<file path="config.mk">
export PLATFORM = sky130hd
export DESIGN_NAME = full_err_mem_arb
export DESIGN_NICKNAME = d
export VERILOG_FILES = /design/src/rtl/full_err_mem_arb_pkg.sv /design/src/rtl/full_err_rr_arb2.sv /design/src/rtl/full_err_mem_arb.sv
export SDC_FILE = /design/constraint.sdc
export NUM_CORES = 1
export LEC_CHECK = 0
export ABC_CLOCK_PERIOD_IN_PS = 1700
export BUFFER_PORTS_ARGS = -buffer_cell sky130_fd_sc_hd__buf_2
export CORE_ASPECT_RATIO = 0.8
export CORE_MARGIN = 8
export CORE_UTILIZATION = 28
export DETAILED_ROUTE_END_ITERATION = 7
export GPL_ROUTABILITY_DRIVEN = 0
export PLACE_DENSITY = 0.78
export REMOVE_ABC_BUFFERS = 1
export SETUP_SLACK_MARGIN = 0.5
export SLEW_MARGIN = 20
export SYNTH_ARGS = -nofsm -noshare
export SYNTH_HDL_FRONTEND = slang
export SYNTH_SLANG_ARGS = --single-unit
</file>
<file path="constraint.sdc">
create_clock -name clk -period 1.7 [get_ports clk]
set_input_delay 0.17 -clock clk [delete_from_list [all_inputs] [get_ports clk]]
set_output_delay 0.17 -clock clk [all_outputs]
set_load 0.02 [all_outputs]
</file>
<file path="src/rtl/full_err_mem_arb_pkg.sv">
// Shared types for the memory arbiter and the memory wrappers it talks to:
// default widths, the memory command struct and the FSM state encoding.
package full_err_mem_arb_pkg;

    localparam int DATA_W_DEF = 32;
    localparam int ADDR_W_DEF = 6;

    // One memory command per cycle; wr_en and rd_en are never both set.
    typedef struct packed {
        logic [ADDR_W_DEF-1:0] addr;
        logic                  wr_en;
        logic                  rd_en;
    } mem_cmd_t;

    // INIT zero-fills the memory, RUN serves the two requesters.
    typedef enum logic {
        ST_INIT = 1'b0,
        ST_RUN  = 1'b1
    } state_e;

    // Round-robin pointer encoding: which requester wins a tie.
    localparam logic PTR_A = 1'b0;
    localparam logic PTR_B = 1'b1;

endpackage

</file>
<file path="src/rtl/full_err_rr_arb2.sv">
// Two-way round-robin decision: requests plus the current priority pointer
// give at most one grant and the pointer value for the next cycle.
module full_err_rr_arb2
    import full_err_mem_arb_pkg::*;
(
    input  logic en_i,
    input  logic a_req_i,
    input  logic b_req_i,
    input  logic ptr_i,
    output logic a_gnt_o,
    output logic b_gnt_o,
    output logic ptr_o
);

    // Single requester always wins and leaves the pointer alone; on a tie the
    // pointer holder wins and the pointer moves to the loser.
    always_comb begin
        a_gnt_o = 1'b0;
        b_gnt_o = 1'b0;
        ptr_o   = ptr_i;
        if (en_i) begin
            if (a_req_i && b_req_i) begin
                if (ptr_i == PTR_A) begin
                    a_gnt_o = 1'b1;
                    ptr_o   = PTR_B;
                end else begin
                    b_gnt_o = 1'b1;
                    ptr_o   = PTR_A;
                end
            end else if (a_req_i) begin
                a_gnt_o = 1'b1;
            end else if (b_req_i) begin
                b_gnt_o = 1'b1;
            end
        end
    end

endmodule

</file>
<file path="src/rtl/full_err_mem_arb.sv">
// Memory front end shared by two requesters. After reset or clear it
// zero-fills the whole memory, then arbitrates A/B accesses round-robin with
// same-cycle grants and a one-cycle read return on a shared rdata bus.
//
// Handshake: an access is accepted in exactly the cycle where req and gnt are
// both high; inputs must be stable in that cycle. A granted read returns its
// data with the requester's rvalid one cycle later, with no backpressure.
module full_err_mem_arb
    import full_err_mem_arb_pkg::*;
#(
    parameter int DATA_W = DATA_W_DEF,
    parameter int ADDR_W = ADDR_W_DEF
) (
    input  logic              clk,
    input  logic              reset,
    input  logic              clear,
    input  logic              a_req,
    input  logic              a_wr,
    input  logic [ADDR_W-1:0] a_addr,
    input  logic [DATA_W-1:0] a_wdata,
    input  logic              b_req,
    input  logic              b_wr,
    input  logic [ADDR_W-1:0] b_addr,
    input  logic [DATA_W-1:0] b_wdata,
    output logic              a_gnt,
    output logic              b_gnt,
    output logic              a_rvalid,
    output logic              b_rvalid,
    output logic [DATA_W-1:0] rdata,
    output logic              init_done,
    output mem_cmd_t          mem_cmd,
    output logic [DATA_W-1:0] mem_wr_data,
    input  logic [DATA_W-1:0] mem_rd_data,
    output state_e            dbg_state
);

    localparam logic [ADDR_W-1:0] FILL_LAST = {ADDR_W{1'b1}};

    state_e            state_q, state_d;
    logic [ADDR_W-1:0] fill_q, fill_d;
    logic              ptr_q, ptr_d;
    logic              a_rvalid_q, a_rvalid_d;
    logic              b_rvalid_q, b_rvalid_d;

    mem_cmd_t          cmd_d;
    logic [DATA_W-1:0] wr_data_d;

    logic              arb_en;
    logic              arb_a_gnt;
    logic              arb_b_gnt;
    logic              arb_ptr_next;

    // Grants only in RUN, never in a clear cycle, never while in reset.
    assign arb_en = (state_q == ST_RUN) && !clear && !reset;

    full_err_rr_arb2 u_arb (
        .en_i    (arb_en),
        .a_req_i (a_req),
        .b_req_i (b_req),
        .ptr_i   (ptr_q),
        .a_gnt_o (arb_a_gnt),
        .b_gnt_o (arb_b_gnt),
        .ptr_o   (arb_ptr_next)
    );

    // Next-state, fill counter, pointer and memory command selection.
    always_comb begin
        state_d    = state_q;
        fill_d     = fill_q;
        ptr_d      = ptr_q;
        a_rvalid_d = 1'b0;
        b_rvalid_d = 1'b0;
        cmd_d      = '0;
        wr_data_d  = '0;
        case (state_q)
            ST_INIT: begin
                if (clear) begin
                    // Restart the fill; no write in the clear cycle itself.
                    fill_d = '0;
                end else begin
                    cmd_d.addr  = fill_q;
                    cmd_d.wr_en = 1'b1;
                    fill_d      = fill_q + 1'b1;
                    // Leave on the last address, not on counter wrap.
                    if (fill_q == FILL_LAST) begin
                        state_d = ST_RUN;
                    end
                end
            end
            ST_RUN: begin
                if (clear) begin
                    state_d = ST_INIT;
                    fill_d  = '0;
                end else begin
                    ptr_d = arb_ptr_next;
                    if (arb_a_gnt) begin
                        cmd_d.addr  = a_addr;
                        cmd_d.wr_en = a_wr;
                        cmd_d.rd_en = !a_wr;
                        wr_data_d   = a_wdata;
                        a_rvalid_d  = !a_wr;
                    end else if (arb_b_gnt) begin
                        cmd_d.addr  = b_addr;
                        cmd_d.wr_en = b_wr;
                        cmd_d.rd_en = !b_wr;
                        wr_data_d   = b_wdata;
                        b_rvalid_d  = !b_wr;
                    end
                end
            end
            default: begin
                state_d = ST_INIT;
                fill_d  = '0;
            end
        endcase
    end

    // State register; reset discards the fill position and any pending read.
    always_ff @(posedge clk) begin
        if (reset) begin
            state_q    <= ST_INIT;
            fill_q     <= '0;
            ptr_q      <= PTR_A;
            a_rvalid_q <= 1'b0;
            b_rvalid_q <= 1'b0;
        end else begin
            state_q    <= state_d;
            fill_q     <= fill_d;
            ptr_q      <= ptr_d;
            a_rvalid_q <= a_rvalid_d;
            b_rvalid_q <= b_rvalid_d;
        end
    end

    // Outputs are forced quiet while reset is held, even in its first cycle.
    assign a_gnt       = arb_a_gnt;
    assign b_gnt       = arb_b_gnt;
    assign a_rvalid    = a_rvalid_q && !reset;
    assign b_rvalid    = b_rvalid_q && !reset;
    assign rdata       = mem_rd_data;
    assign init_done   = (state_q == ST_RUN) && !reset;
    assign mem_cmd     = reset ? '0 : cmd_d;
    assign mem_wr_data = reset ? '0 : wr_data_d;
    assign dbg_state   = state_q;

endmodule

</file>
==> run summary, run 1 <==
worst r2r path cells - 4
synthesized area - 0.00118 sq mm
Routed wire per std cell - 21.9 microns
area grow syn2layout - 85.5%
PD cells - 308 mW/mm^2
Setup crit start kind - flip-flop
total gr overflow - 0
DIE HEIGHT - 74.1 microns
Die Area - 0.00656 sq mm
Post-synth EDFFs - 0
grt met3 use - 12.9%
clk_skew - 0.00323 ns
Top Family by Delay on Critical Path - buffers and inverters
layout cell share with drive strength beyond 1 - 64.2%
#FFs+latches synth - 10
P_int - 522 uW
largest net degree at the start of global routing - 27
Vias - 1529
first-pass GRT wire length - 8600 microns
reg-to-reg setup timing slack - 0.50 ns
number of port buffers - 128
final hold viol count - 0
CTS tree - done
initial antenna violation count - 0
Final Cycle Share - 98.3%
hold path endpoint - ptr_q$_SDFFE_PP0P_
Async SR Flop Fraction - 0%
core footprint - 0.00413 sq mm
Nets - 363
status - completed
area of the multi-input gates - 661 sq um
WP data required - 1.53 ns
Cell Rows - 21
CTS max path bufs - 2
most frequent cells in the layout - 85 x buf_2, 40 x buf_6, 33 x a22o_1
Placed Cells - 285
H-tree depth - 1
Sw Pwr - 151 uW
Die W - 88.6 microns
CTS clock-pin slew for the worst setup and hold paths - 0.05 ns
CP Capture Type - output pin
main flop type after synthesis - dfxtp_1
Initial Utilization - 28.6%
Max Clk Rate - 598 MHz
Gate power share - 20.1%
number of global-route vias before repair - 1583
M2 GR Usage - 27.8%
DRT Pass-1 Iters - 4
Antenna Cells - 0
Period minus WS final - 1.67 ns
root buffer cell - clkbuf_8
Yosys warning total - 0
Pleak - 1.11 nW
Synth Instances - 140
Clock Sink Count - 10
Detailed Route WL - 6630 microns
Syn Area/Cell - 8.43 sq um
final total power - 673 uW
cells along the critical path - a21boi_2, and3_4, buf_12, clkbuf_16, a22o_1, buf_6
GR Layer Usage met1 - 18.2%
Arr. time, crit path - 1.50 ns
Synth cell types - 29
Worst-Margin Slew - 0.186 ns
max-cap viol count - 0
Final setup viols - 0
DRT iter0 DRCs - 23
post-route ant nets - 0
Clk pwr share - 44.5%
CP max-delay cell - dfxtp_2
worst path bufs/invs - 3
worst-path fanout max - 5
Slew Limit Fails - 0
WS Path Type - reg -> out
VDD IR max - 0.347 mV
worst hold slack - 0.196 ns
Detailed Place HPWL - 4920 microns
fillcell total - 360
most common cell after layout, fill and taps aside - buf_2
RSZ-0062 raised after global routing - true
sequential share of power - 35.4%
Hold Path Depth - 2
post-route insts no fill - 303
Max stage delay on crit path - 0.33 ns
Reg2Reg Capture Point - fill_q[5]$_SDFFE_PP0P_
DR vias/cell - 5.05
Boundary Pins - 193
RR Startpoint - dbg_state$_SDFF_PP0_
Post-route DRC - 0
hold buffers post-CTS - 0
Worst Hold Class - in -> reg
Sw Ratio - 22.4%
Worst slew margin - 87.6%
total track usage - 17.5%
Seq/Total Area, Yosys - 17.0%
total CTS buffers - 3
clk_lat worst skew - 0.24 ns
busiest metal layer after global routing - met2
Seq. cell area - 205 sq um
Hold Crit Start - reset
## power groups by stage
stage | clock network, mW | logic (mW) | registers (mW)
floorplan | 0 | 0.0209 | 0.244
global placement | 0 | 0.125 | 0.244
detailed placement | 0 | 0.126 | 0.244
CTS | 0.310 | 0.133 | 0.238
global route | 0.321 | 0.150 | 0.238
finish | 0.300 | 0.136 | 0.238
## kinds of logic (layout without fill, tap and decap cells)
group                      after synthesis  after routing  share of synthesized area [%]
AOI/OAI and AO/OA                       44             44                           32.1
xor gates and xnor gates                 5              5                           3.71
adders and majority gates                1              1                           1.06
buffers and inverters                   46            152                           28.2
DFF                                     10             10                           17.0
muxes                                    1              1                          0.848
and+or+nand+nor                         33             33                           17.1
## how the worst max path moves through the flow
stage | end | start | cells past startpoint
after floorplan | mem_cmd[2] | dbg_state$_SDFF_PP0_ | 2
after global placement | mem_wr_data[23] | ptr_q$_SDFFE_PP0P_ | 5
after detailed placement | mem_wr_data[5] | ptr_q$_SDFFE_PP0P_ | 5
after CTS | mem_cmd[6] | ptr_q$_SDFFE_PP0P_ | 5
after global routing | mem_wr_data[22] | ptr_q$_SDFFE_PP0P_ | 6
final | mem_wr_data[10] | ptr_q$_SDFFE_PP0P_ | 6
## sequential cells by signal (all words and copies together), names as in the netlist
| signal | count |
|---|---|
| fill_q | 6 |
| ptr_q | 1 |
| b_rvalid_q | 1 |
| a_rvalid_q | 1 |
| dbg_state | 1 |
## repair_timing
item	in CTS	in global routing
pin swaps	9	2
buffers inserted	8	2
gates cloned	3	1
setup endpoints to repair	44	45
resized for setup	47	51
## synth_stat cells (all sizes together) (2+ instances only)
cell    instances  share of area (%)
a221o           6                5.1
a22o           33                 24
nand4b          3                2.2
dfxtp          10                 17
and2            8                4.2
a31oi           2                1.1
nor2b           2                1.1
inv             2               0.64
and3            2                1.1
xor2            4                3.0
nand2           2               0.64
and2b           2                1.3
buf            43                 27
nor2            8                2.5
## per-stage QoR
stage	worst slack, ns	instance area, sq um	TNS (ns)	util [%]
6_report	0.0290	2190	0	53.0
5_1_grt	-0.0422	2190	-0.396	53.0
4_1_cts	0.0437	1980	0	48.0
3_5_place_dp	0.147	1620	0	39.3
3_3_place_gp	0.187	1620	0	39.3
2_1_floorplan	-0.471	855	-17.44	-
## area by class of cell
| type | count | area share [%] |
|---|---|---|
| Clock buffer | 4 | 2.52 |
| Sequential cell | 10 | 9.38 |
| Tap cell | 57 | 3.26 |
| Timing Repair Buffer | 146 | 54.3 |
| Inverter | 2 | 0.343 |
| Multi-Input combinational cell | 84 | 30.2 |
## layer usage
| metal | up-vias | part of all wire, % |
|---|---|---|
| li1 | 698 | - |
| met2 | 111 | 47 |
| met3 | 6 | 18 |
| met5 | - | 0.95 |
| met4 | 2 | 0.53 |
| met1 | 712 | 34 |
No activity file was read; power rests on OpenSTA's default activity.
==> run 2: changes to the inputs <==
==> constraint.sdc (replaced) <==
create_clock -name clk -period 1.7 [get_ports clk]
set_input_delay 0.34 -clock clk [delete_from_list [all_inputs] [get_ports clk]]
set_output_delay 0.34 -clock clk [all_outputs]
set_load 0.02 [all_outputs]
==> run summary, run 2 (synthesis results as in run 1) <==
Reg2Reg Capture Point - fill_q[5]$_SDFFE_PP0P_
Die W - 88.6 microns
Clock Sink Count - 10
most frequent cells in the layout - 81 x buf_2, 52 x buf_6, 33 x a22o_1
Nets - 370
H-tree depth - 1
Final setup viols - 39
number of port buffers - 128
reg-to-reg setup timing slack - 0.50 ns
area of the multi-input gates - 684 sq um
Cell Rows - 21
CP Capture Type - output pin
final worst-path setup slack - -0.126 ns
max reg flops - 6
Worst Hold Class - in -> reg
Max stage delay on crit path - 0.33 ns
sequential share of power - 37.9%
Slew Limit Fails - 0
Boundary Pins - 193
DIE HEIGHT - 74.1 microns
RR Startpoint - dbg_state$_SDFF_PP0_
core footprint - 0.00413 sq mm
Sw Pwr - 146 uW
DRT Pass-1 Iters - 4
Max Clk Rate - 548 MHz
final hold viol count - 0
clk_lat worst skew - 0.23 ns
Die Area - 0.00656 sq mm
Seq. cell area - 205 sq um
CTS clock-pin slew for the worst setup and hold paths - 0.05 ns
Pleak - 1.13 nW
Top Family by Delay on Critical Path - simple AND/OR/NAND/NOR gates
Clk pwr share - 38.1%
area grow syn2layout - 89.7%
most common cell after layout, fill and taps aside - buf_2
WS Path Type - reg -> out
final total power - 630 uW
CTS max path bufs - 2
Sw Ratio - 23.2%
first-pass GRT wire length - 8650 microns
PD cells - 281 mW/mm^2
post-route ant nets - 0
total gr overflow - 0
status - finished, violations left
worst path bufs/invs - 2
WP data required - 1.36 ns
hold path endpoint - ptr_q$_SDFFE_PP0P_
TNS Setup - -3.00 ns
CTS tree - done
RSZ-0062 raised after global routing - true
Hold Path Depth - 3
CP max-delay cell - dfxtp_2
number of global-route vias before repair - 1567
fillcell total - 371
Detailed Place HPWL - 5030 microns
clk_skew - 0.000443 ns
Gate power share - 24.0%
Arr. time, crit path - 1.49 ns
initial antenna violation count - 0
Worst slew margin - 84.2%
Antenna Cells - 0
root buffer cell - clkbuf_8
layout cell share with drive strength beyond 1 - 65.9%
Period minus WS final - 1.83 ns
Vias - 1571
max-cap viol count - 0
Worst-Margin Slew - 0.235 ns
Top reg by flops - fill_q
Setup crit start kind - flip-flop
worst-path fanout max - 4
Initial Utilization - 28.6%
Detailed Route WL - 6860 microns
Hold Crit Start - reset
VDD IR max - 0.253 mV
DR vias/cell - 5.08
failing checks - setup timing
total CTS buffers - 3
cells along the critical path - nand2b_4, and4_4, buf_6, a221o_1, buf_6
Post-route DRC - 0
DRT iter0 DRCs - 46
CP most frequent cell - buf_6
worst r2r path cells - 4
P_int - 483 uW
Routed wire per std cell - 22.2 microns
largest net degree at the start of global routing - 32
Final Cycle Share - 107%
total track usage - 17.6%
[run 2: tightest hold or removal path: stages]
cell,delay [ns]
buf_8,0.07
buf_6,0.11
nor2_1,0.04
[run 2: worst max-delay path by stage]
stage                         startpoint         end  slack, ns  cells after the start
floorplan           dbg_state$_SDFF_PP0_  mem_cmd[2]      -0.64                      2
global placement                   a_req  mem_cmd[7]      -0.09                      6
detailed placement                 a_req  mem_cmd[5]      -0.12                      6
CTS                   ptr_q$_SDFFE_PP0P_  mem_cmd[4]      -0.12                      5
global route          ptr_q$_SDFFE_PP0P_  mem_cmd[4]      -0.18                      5
finish                ptr_q$_SDFFE_PP0P_  mem_cmd[5]      -0.13                      5
[run 2: area by class of cell]
type                            count  share of cell area, %
Timing Repair Buffer              152                   54.9
Multi-Input combinational cell     85                   30.6
Sequential cell                    10                   9.17
Tap cell                           57                   3.19
Clock buffer                        3                   1.84
Inverter                            2                  0.335
[run 2: per-layer routing]
layer | part of all wire (%) | wire length (microns) | track usage, % | vias to the layer above
li1 | - | - | - | 708
met4 | 2.0 | 139 | 3.93 | 2
met5 | 0.92 | 63 | 7.38 | -
met3 | 18 | 1220 | 15.5 | 18
met1 | 34 | 2310 | 16.8 | 703
met2 | 46 | 3130 | 27.4 | 140
[run 2: per-stage QoR]
stage | hold WS (ns) | util (%) | setup WS (ns) | cell area (sq um) | instances
detailed placement | 0.488 | 40.6 | -0.117 | 1670 | 292
finish | 0.374 | 54.3 | -0.126 | 2240 | 309
CTS | 0.369 | 50.7 | -0.125 | 2090 | 301
global route | 0.383 | 54.3 | -0.180 | 2240 | 309
floorplan | 0.412 | - | -0.641 | 855 | 96
global placement | 0.482 | 40.6 | -0.0899 | 1670 | 292
[run 2: power by group through the flow]
| stage | combinational (mW) | clock, mW | sequential [mW] |
|---|---|---|---|
| final | 0.151 | 0.240 | 0.239 |
| after global routing | 0.165 | 0.256 | 0.239 |
| after CTS | 0.142 | 0.245 | 0.239 |
| after detailed placement | 0.133 | 0 | 0.245 |
| after global placement | 0.130 | 0 | 0.244 |
| after floorplan | 0.0209 | 0 | 0.244 |
[run 2: repair_timing]
action | CTS | global route
pin swaps | 10 | 33
buffers inserted | 5 | 4
endpoints found under the setup margin | 47 | 48
cloned | 1 | 4
hold buffers | 0 | 0
hold endpoints to repair | 0 | 0
resized for setup | 99 | 16
